`src/rtl/serial_arith_pkg.sv`:
```
// Shared definitions for the bit-serial arithmetic blocks (subtractor, planned divider).
package serial_arith_pkg;

  typedef enum logic [1:0] {
    IDLE  = 2'd0,
    SHIFT = 2'd1,
    DONE  = 2'd2
  } state_e;

  localparam int unsigned DEFAULT_WIDTH = 8;

endpackage

```
`src/rtl/full_subtractor.sv`:
```
// One-bit full subtractor cell: d = a - b - bin, bout set when a borrow is needed.
module full_subtractor (
  input  logic a,
  input  logic b,
  input  logic bin,
  output logic d,
  output logic bout
);

  always_comb begin
    d    = a ^ b ^ bin;
    bout = (~a & b) | (~(a ^ b) & bin);
  end

endmodule

```
`src/rtl/serial_subtractor.sv`:
```
// Bit-serial subtractor, LSB first, one bit per clock with a start/busy/done handshake.
// Define SERIAL_SUB_OVERFLOW_EN to add the registered signed-overflow output ovf.
module serial_subtractor
  import serial_arith_pkg::*;
#(
  parameter int unsigned WIDTH = DEFAULT_WIDTH
) (
  input  logic             clk,
  input  logic             rst_n,
  input  logic             start,
  input  logic [WIDTH-1:0] minuend,
  input  logic [WIDTH-1:0] subtrahend,
  output logic             busy,
  output logic             done,
  output logic [WIDTH-1:0] diff,
  output logic             borrow
`ifdef SERIAL_SUB_OVERFLOW_EN
  ,
  output logic             ovf
`endif
);

  localparam int unsigned CNT_W = $clog2(WIDTH + 1);

  state_e             state_q, state_d;
  logic [WIDTH-1:0]   a_q, a_d, b_q, b_d;
  logic [WIDTH-1:0]   res_q, res_d, res_next;
  logic [WIDTH-1:0]   diff_q, diff_d;
  logic [CNT_W-1:0]   cnt_q, cnt_d;
  logic               bin_q, bin_d;
  logic               borrow_q, borrow_d;
  logic               busy_q, busy_d;
  logic               done_q, done_d;
  logic               fs_d, fs_bout;
`ifdef SERIAL_SUB_OVERFLOW_EN
  logic               amsb_q, amsb_d, bmsb_q, bmsb_d;
  logic               ovf_q, ovf_d;
`endif

  full_subtractor u_fs (
    .a    (a_q[0]),
    .b    (b_q[0]),
    .bin  (bin_q),
    .d    (fs_d),
    .bout (fs_bout)
  );

  // Result bits enter at the MSB so that after WIDTH shifts bit 0 sits at the LSB.
  assign res_next = {fs_d, res_q[WIDTH-1:1]};

  always_comb begin
    state_d  = state_q;
    a_d      = a_q;
    b_d      = b_q;
    res_d    = res_q;
    diff_d   = diff_q;
    cnt_d    = cnt_q;
    bin_d    = bin_q;
    borrow_d = borrow_q;
    busy_d   = busy_q;
    done_d   = done_q;
`ifdef SERIAL_SUB_OVERFLOW_EN
    amsb_d   = amsb_q;
    bmsb_d   = bmsb_q;
    ovf_d    = ovf_q;
`endif
    case (state_q)
      IDLE: begin
        if (start) begin
          state_d = SHIFT;
          a_d     = minuend;
          b_d     = subtrahend;
          res_d   = '0;
          bin_d   = 1'b0;
          cnt_d   = '0;
          busy_d  = 1'b1;
`ifdef SERIAL_SUB_OVERFLOW_EN
          amsb_d  = minuend[WIDTH-1];
          bmsb_d  = subtrahend[WIDTH-1];
`endif
        end
      end
      SHIFT: begin
        a_d   = a_q >> 1;
        b_d   = b_q >> 1;
        res_d = res_next;
        bin_d = fs_bout;
        cnt_d = cnt_q + 1'b1;
        if (cnt_q == CNT_W'(WIDTH - 1)) begin
          state_d  = DONE;
          busy_d   = 1'b0;
          done_d   = 1'b1;
          diff_d   = res_next;
          borrow_d = fs_bout;
`ifdef SERIAL_SUB_OVERFLOW_EN
          ovf_d    = (amsb_q != bmsb_q) && (res_next[WIDTH-1] != amsb_q);
`endif
        end
      end
      DONE: begin
        state_d = IDLE;
        done_d  = 1'b0;
      end
      default: begin
        state_d = IDLE;
        busy_d  = 1'b0;
        done_d  = 1'b0;
      end
    endcase
  end

  always_ff @(posedge clk or negedge rst_n) begin
    if (!rst_n) begin
      state_q  <= IDLE;
      a_q      <= '0;
      b_q      <= '0;
      res_q    <= '0;
      diff_q   <= '0;
      cnt_q    <= '0;
      bin_q    <= 1'b0;
      borrow_q <= 1'b0;
      busy_q   <= 1'b0;
      done_q   <= 1'b0;
`ifdef SERIAL_SUB_OVERFLOW_EN
      amsb_q   <= 1'b0;
      bmsb_q   <= 1'b0;
      ovf_q    <= 1'b0;
`endif
    end else begin
      state_q  <= state_d;
      a_q      <= a_d;
      b_q      <= b_d;
      res_q    <= res_d;
      diff_q   <= diff_d;
      cnt_q    <= cnt_d;
      bin_q    <= bin_d;
      borrow_q <= borrow_d;
      busy_q   <= busy_d;
      done_q   <= done_d;
`ifdef SERIAL_SUB_OVERFLOW_EN
      amsb_q   <= amsb_d;
      bmsb_q   <= bmsb_d;
      ovf_q    <= ovf_d;
`endif
    end
  end

  assign busy   = busy_q;
  assign done   = done_q;
  assign diff   = diff_q;
  assign borrow = borrow_q;
`ifdef SERIAL_SUB_OVERFLOW_EN
  assign ovf    = ovf_q;
`endif

endmodule

```
`config.mk`:
```
export PLATFORM = sky130hd
export DESIGN_NAME = serial_subtractor
export DESIGN_NICKNAME = d
export VERILOG_FILES = /design/src/rtl/serial_arith_pkg.sv /design/src/rtl/full_subtractor.sv /design/src/rtl/serial_subtractor.sv
export SDC_FILE = /design/constraint.sdc
export NUM_CORES = 1
export LEC_CHECK = 0
export ABC_AREA = 1
export ABC_CLOCK_PERIOD_IN_PS = 2200
export BUFFER_PORTS_ARGS = -buffer_cell sky130_fd_sc_hd__buf_2
export CAP_MARGIN = 20
export CORE_UTILIZATION = 35
export CTS_CLUSTER_SIZE = 40
export DETAILED_ROUTE_END_ITERATION = 12
export PLACE_DENSITY = 0.56
export SYNTH_ARGS = -nofsm -noshare
export SYNTH_HDL_FRONTEND = slang
export SYNTH_SLANG_ARGS = --single-unit
```
`constraint.sdc`:
```
create_clock -name clk -period 2.2 [get_ports clk]
set_input_delay 0.11 -clock clk [delete_from_list [all_inputs] [get_ports clk]]
set_output_delay 0.11 -clock clk [all_outputs]
set_load 0.02 [all_outputs]
```
# Yosys cells after proc, flatten, opt, wreduce, memory -nomap -nowiden
# Cells that the tools add are included.
# W data, S select, Z words.
dict set report op_classes {
  n_mux 18
  n_mul 0
  n_lt_le_gt_ge 0
  add_sub_neg 1
  div 0
  n_eq_ne 5
  n_reduce_logical 7
  shift 0
  bitwise_logic 9
}
# operator n
set op_table {}
lappend op_table {{$pmux W8 S2} 3}
lappend op_table {{$mux W8} 3}
lappend op_table {{$pmux W4 S2} 1}
lappend op_table {{$reduce_and A2 Y1} 4}
lappend op_table {{$add A4 B1 Y4 const B} 1}
lappend op_table {{$eq A4 B3 Y1 const B} 1}
lappend op_table {{$mux W1} 4}
lappend op_table {{$mux W2} 2}
lappend op_table {{$mux W4} 1}
lappend op_table {{$ne A2 B2 Y1 const B} 2}
lappend op_table {{$not A1 Y1} 4}
lappend op_table {{$pmux W1 S2} 2}
lappend op_table {{$pmux W2 S2} 1}
lappend op_table {{$pmux W1 S3} 1}
lappend op_table {{$reduce_and A3 Y1} 1}
lappend op_table {{$and A1 B1 Y1} 2}
lappend op_table {{$eq A2 B1 Y1 const B} 1}
lappend op_table {{$eq A2 B2 Y1 const B} 1}
lappend op_table {{$logic_not A2 Y1} 1}
lappend op_table {{$reduce_bool A2 Y1} 1}
lappend op_table {{$xor A1 B1 Y1} 2}
lappend op_table {{$or A1 B1 Y1} 1}
dict set report totals {
  reg_bits 42
  rom_bits 0
  output_inout_bits 11
  in_bits 19
  latch_bits 0
  word_cells 50
  n_memories 0
  ram_bits 0
}

# Longest topological paths before layout
dict set report logic_depth {
  depth_word 5
  ltp_mapped 6
  mapped_depth_nobuf 6
}

# Modules after synthesis
# From an unflattened synthesis, not the netlist that was laid out.
dict set report unflattened {
  cells_unflattened 204
  area_unflattened_um2 1796.7
}
# module seq_area_each_um2 n_inst cells_per_inst area_per_inst_um2
set modules_own_cells {}
lappend modules_own_cells {serial_subtractor 1026.0 1 200 1765.4}
lappend modules_own_cells {full_subtractor 0.0 1 4 31.3}

# Worst setup path after synthesis
# No wires, ideal clock.
dict set report synth_timing {
  path_kind {reg2reg}
  from {register cnt_q[0]}
  to {register busy_q, in the netlist busy}
  setup_time_ns 0.113
  arrival_time_ns 0.996
  path_slack_ns 1.091
  path_stages_with_launch 7
  path_buffers 0
  path_cell_list {dfrtp_1 -> ha_1 -> nand3_1 -> nand2_1 -> nand2_1 -> nand2_1 -> inv_1}
}
dict set report synth_between {
  elab_chain_cells 3
}
# element line_no
set synth_lines {}
lappend synth_lines {{start: declaration} serial_subtractor.sv:29} ;# logic [CNT_W-1:0] cnt_q, cnt_d;
lappend synth_lines {{start signal: assignment} serial_subtractor.sv:135} ;# cnt_q <= cnt_d;
lappend synth_lines {{$eq A4 B3 Y1} serial_subtractor.sv:89} ;# if (cnt_q == CNT_W'(WIDTH - 1)) begin
lappend synth_lines {{$ne A2 B2 Y1 (no source line)} -}
lappend synth_lines {{$reduce_and A3 Y1 (no source line)} -}
lappend synth_lines {{end signal: assignment} serial_subtractor.sv:138} ;# busy_q <= busy_d;
lappend synth_lines {{end: declaration} serial_subtractor.sv:32} ;# logic busy_q, busy_d;
# Every way passes these cells.
# A chain may end at the register's enable or synchronous reset.

# Worst setup path in the final report
dict set report layout_timing {
  from {register state_q[0]}
  to {register diff_q[0], in the netlist diff[0]}
}
dict set report layout_between {
  elab_chain_cells 2
}
# element line_no
set layout_lines {}
lappend layout_lines {{start: declaration} serial_subtractor.sv:25} ;# state_e state_q, state_d;
lappend layout_lines {{start signal: assignment} serial_subtractor.sv:130} ;# state_q <= state_d;
lappend layout_lines {{$eq A2 B1 Y1} serial_subtractor.sv:67} ;# case (state_q)
lappend layout_lines {{$reduce_and A2 Y1 (no source line)} -}
lappend layout_lines {{end signal: assignment} serial_subtractor.sv:134} ;# diff_q <= diff_d;
lappend layout_lines {{end: declaration} serial_subtractor.sv:28} ;# logic [WIDTH-1:0] diff_q, diff_d;
# Every way passes these cells.

==> flow_metrics.tcl <==
set metrics [dict create \
    grtUsageTotal 0.154 \
    ir_worst_vdd_mv 0.416 \
    pwr-share-comb 0.379 \
    syn_to_final_growth_pct 13.9 \
    async_reset_ff_frac 1.00 \
    rrSetupSlack_ps 900 \
    syn_nets 223 \
    avgSynthCellArea_um2 9.01 \
    cts_tree "yes" \
    final_area_mm2 0.00207 \
    power.leakage_uw 0.00111 \
    antenna_found_initial 0 \
    final_hold_viol_count 0 \
    ioPinCount 30 \
    finalSetupViolations 0 \
    die_h_um 74.1 \
    place.gp.congestion 0.798 \
    synth_seq_cells 41 \
    detail_route.vias_per_cell 4.63 \
    synthTopCellsByCount "nand2_1 (84), dfrtp_1 (41), nand3_1 (40)" \
    yosys_warnings 0 \
    min_to "a_q[7]" \
    grt_pass1_wl_mm 6.27 \
    yosysMostFrequentCell "nand2_1" \
    cap_violations 0 \
    setup_tns_ps 0 \
    crit_path_end_kind "flip-flop" \
    finalCritPeriodShare 0.591 \
    timing.rr.start "state_q[0]" \
    cts_buffers 5 \
    swShare 0.402 \
    r2r-end "diff[0]" \
    drt-pass1-iter-count 4 \
    synth_area_leaders "dfrtp_1 (56%), nand2_1 (17%), nand3_1 (11%), nand3_2 (1.6%), buf_8 (1.6%)" \
    grt_max_degree 42 \
    dieWidth_um 74.1 \
    clock_skew_ps 7.36 \
    timing.fmax_ghz 0.770 \
    slew_headroom 0.401 \
    clockBufferDepth 2 \
    synth_cell_types 22 \
    htreeDepth 2 \
    synth_ff_type "dfrtp_1" \
    start_util 0.375 \
    min_path_cells 3 \
    grt_pass1_vias 1371 \
    synth_edf_count 0 \
    clkLatencyLatePin_ps 280 \
    vias 1385 \
    clk_pin_slew_ps 80 \
    synth_top_area_cell "dfrtp_1" \
    tightest_slew_ps 898 \
    post_cts_buffers 0 \
    critPathLaunchType "flip-flop" \
    p_clk_frac 0.170 \
    syn_inst 202 \
    period_minus_slack_ps 1300 \
    status "finished clean" \
    dpl_cell_area_mm2 0.00198 \
    drive_gt1_frac 0.203 \
    yosysSeqAreaShare 0.564 \
    cts_root_buf "clkbuf_8" \
    initialDrtViolationCount 96 \
    criticalPathCategory "flip-flop to flip-flop" \
    dp_hpwl_mm 2.24 \
    holdWs_ps 18.8 \
    p_switching_uw 1150 \
    ant_nets 0 \
    rsz0062_at_grt "false" \
    synth_top_area_share 0.564 \
    critical_path_arrival_ps 1470 \
    clkSinkCount 41 \
    cp.required_ps 2370 \
    dieArea_mm2 0.00549 \
    drc 0 \
    cp_max_fo 14 \
    power.density_mw_per_mm2 1380 \
    num_rows 25 \
    grt-ovfl-total 0 \
    wl_per_cell_um 11.7 \
    wirelength_mm 3.50 \
    worstRegToRegCells 5 \
    num_antenna_cells 0 \
    min_from "minuend[7]" \
    pwr-share-seq 0.452 \
    hold_path.class "input pin to flip-flop" \
    nNetsFinal 253 \
    maxSlewViolCount 0 \
    p_int_uw 1710 \
    coreArea_mm2 0.00485 \
    netlist_area_mm2 0.00182 \
    portBuffers 29 \
]
[worst max path at each step]
| stage | startpoint | end | slack, ps |
|---|---|---|---|
| after detailed placement | state_q[0] | diff[3] | 880 |
| final | state_q[0] | diff[0] | 900 |
| after CTS | state_q[0] | diff[3] | 870 |
| after floorplan | cnt_q[0] | busy | 1090 |
| after global routing | state_q[0] | diff[7] | 710 |
| after global placement | state_q[0] | diff[6] | 900 |
[metrics by stage]
step | util | std cells | power (µW) | worst slack (ps)
CTS | 0.428 | 299 | 2900 | 874
finish | 0.428 | 299 | 2860 | 901
floorplan | - | 202 | 2190 | 1090
detailed placement | 0.408 | 291 | 2410 | 882
global placement | 0.408 | 291 | 2400 | 899
global route | 0.428 | 299 | 3140 | 714
[power groups by stage]
stage	clock, µW	sequential (µW)	combinational (µW)
5_1_grt	529	1340	1270
3_5_place_dp	0	1300	1100
2_1_floorplan	0	1400	798
6_report	486	1290	1080
4_1_cts	498	1300	1100
3_3_place_gp	0	1310	1090
[kinds of logic (layout without fill, tap and decap cells)]
family / count (synthesis) / after routing / synth area share
AO/OA/AOI/OAI: 5 / 5 / 0.0144
adder cells (fa/ha/maj): 2 / 2 / 0.0179
buffers and inverters: 18 / 48 / 0.0646
AND/OR/NAND/NOR: 136 / 136 / 0.340
flip-flops: 41 / 41 / 0.564
[layer usage]
layer	up-vias	global-route usage	share of wire
met5	-	0	0
met4	0	0.0513	0.012
met3	5	0.0447	0.024
met2	16	0.253	0.47
met1	658	0.195	0.49
li1	706	-	-
[worst max-delay path: stages, from the launching register on]
cell and delay [ps]:
dfrtp_1 420, inv_2 80, nor2_4 290, nand2_2 240
nand2_1 110, nand2_1 50
[flip-flops by register name (all words and copies together), names as in the netlist]
name,cells
borrow,1
busy,1
a_q,8
b_q,8
res_q,7
state_q,2
cnt_q,4
done,1
bin_q,1
diff,8
[repair_timing]
action | 4_1_cts | 5_1_grt
resized for setup | 0 | 0
hold buffers | 1 | 0
hold endpoints to repair | 27 | 0
[area by class of cell]
class | instances | area, µm²
Clock buffer | 7 | 86.3
Timing Repair Buffer | 31 | 163
Tap cell | 67 | 83.8
Sequential cell | 41 | 1030
Multi-Input combinational cell | 143 | 677
Fill cell | 510 | 2780
Inverter | 10 | 37.5
[placed cells by master, fill, tap and decap left out]
| master | instances |
|---|---|
| inv_2 | 3 |
| buf_2 | 29 |
| ha_1 | 1 |
| nor2_1 | 3 |
| clkbuf_8 | 6 |
| a21oi_1 | 1 |
| dfrtp_1 | 41 |
| nor2_8 | 1 |
| clkbuf_1 | 1 |
| nand3_1 | 40 |
| nand2_2 | 2 |
| nand3_2 | 3 |
| nand4_1 | 1 |
| o22ai_1 | 1 |
| dlygate4sd3_1 | 1 |
| nand2_1 | 84 |
| inv_1 | 7 |
| nand2_4 | 1 |
| buf_4 | 1 |
| nor2_4 | 1 |
| o21ai_0 | 1 |
| fa_1 | 1 |
| o21ai_1 | 2 |
No activity file was read; power rests on OpenSTA's default activity.
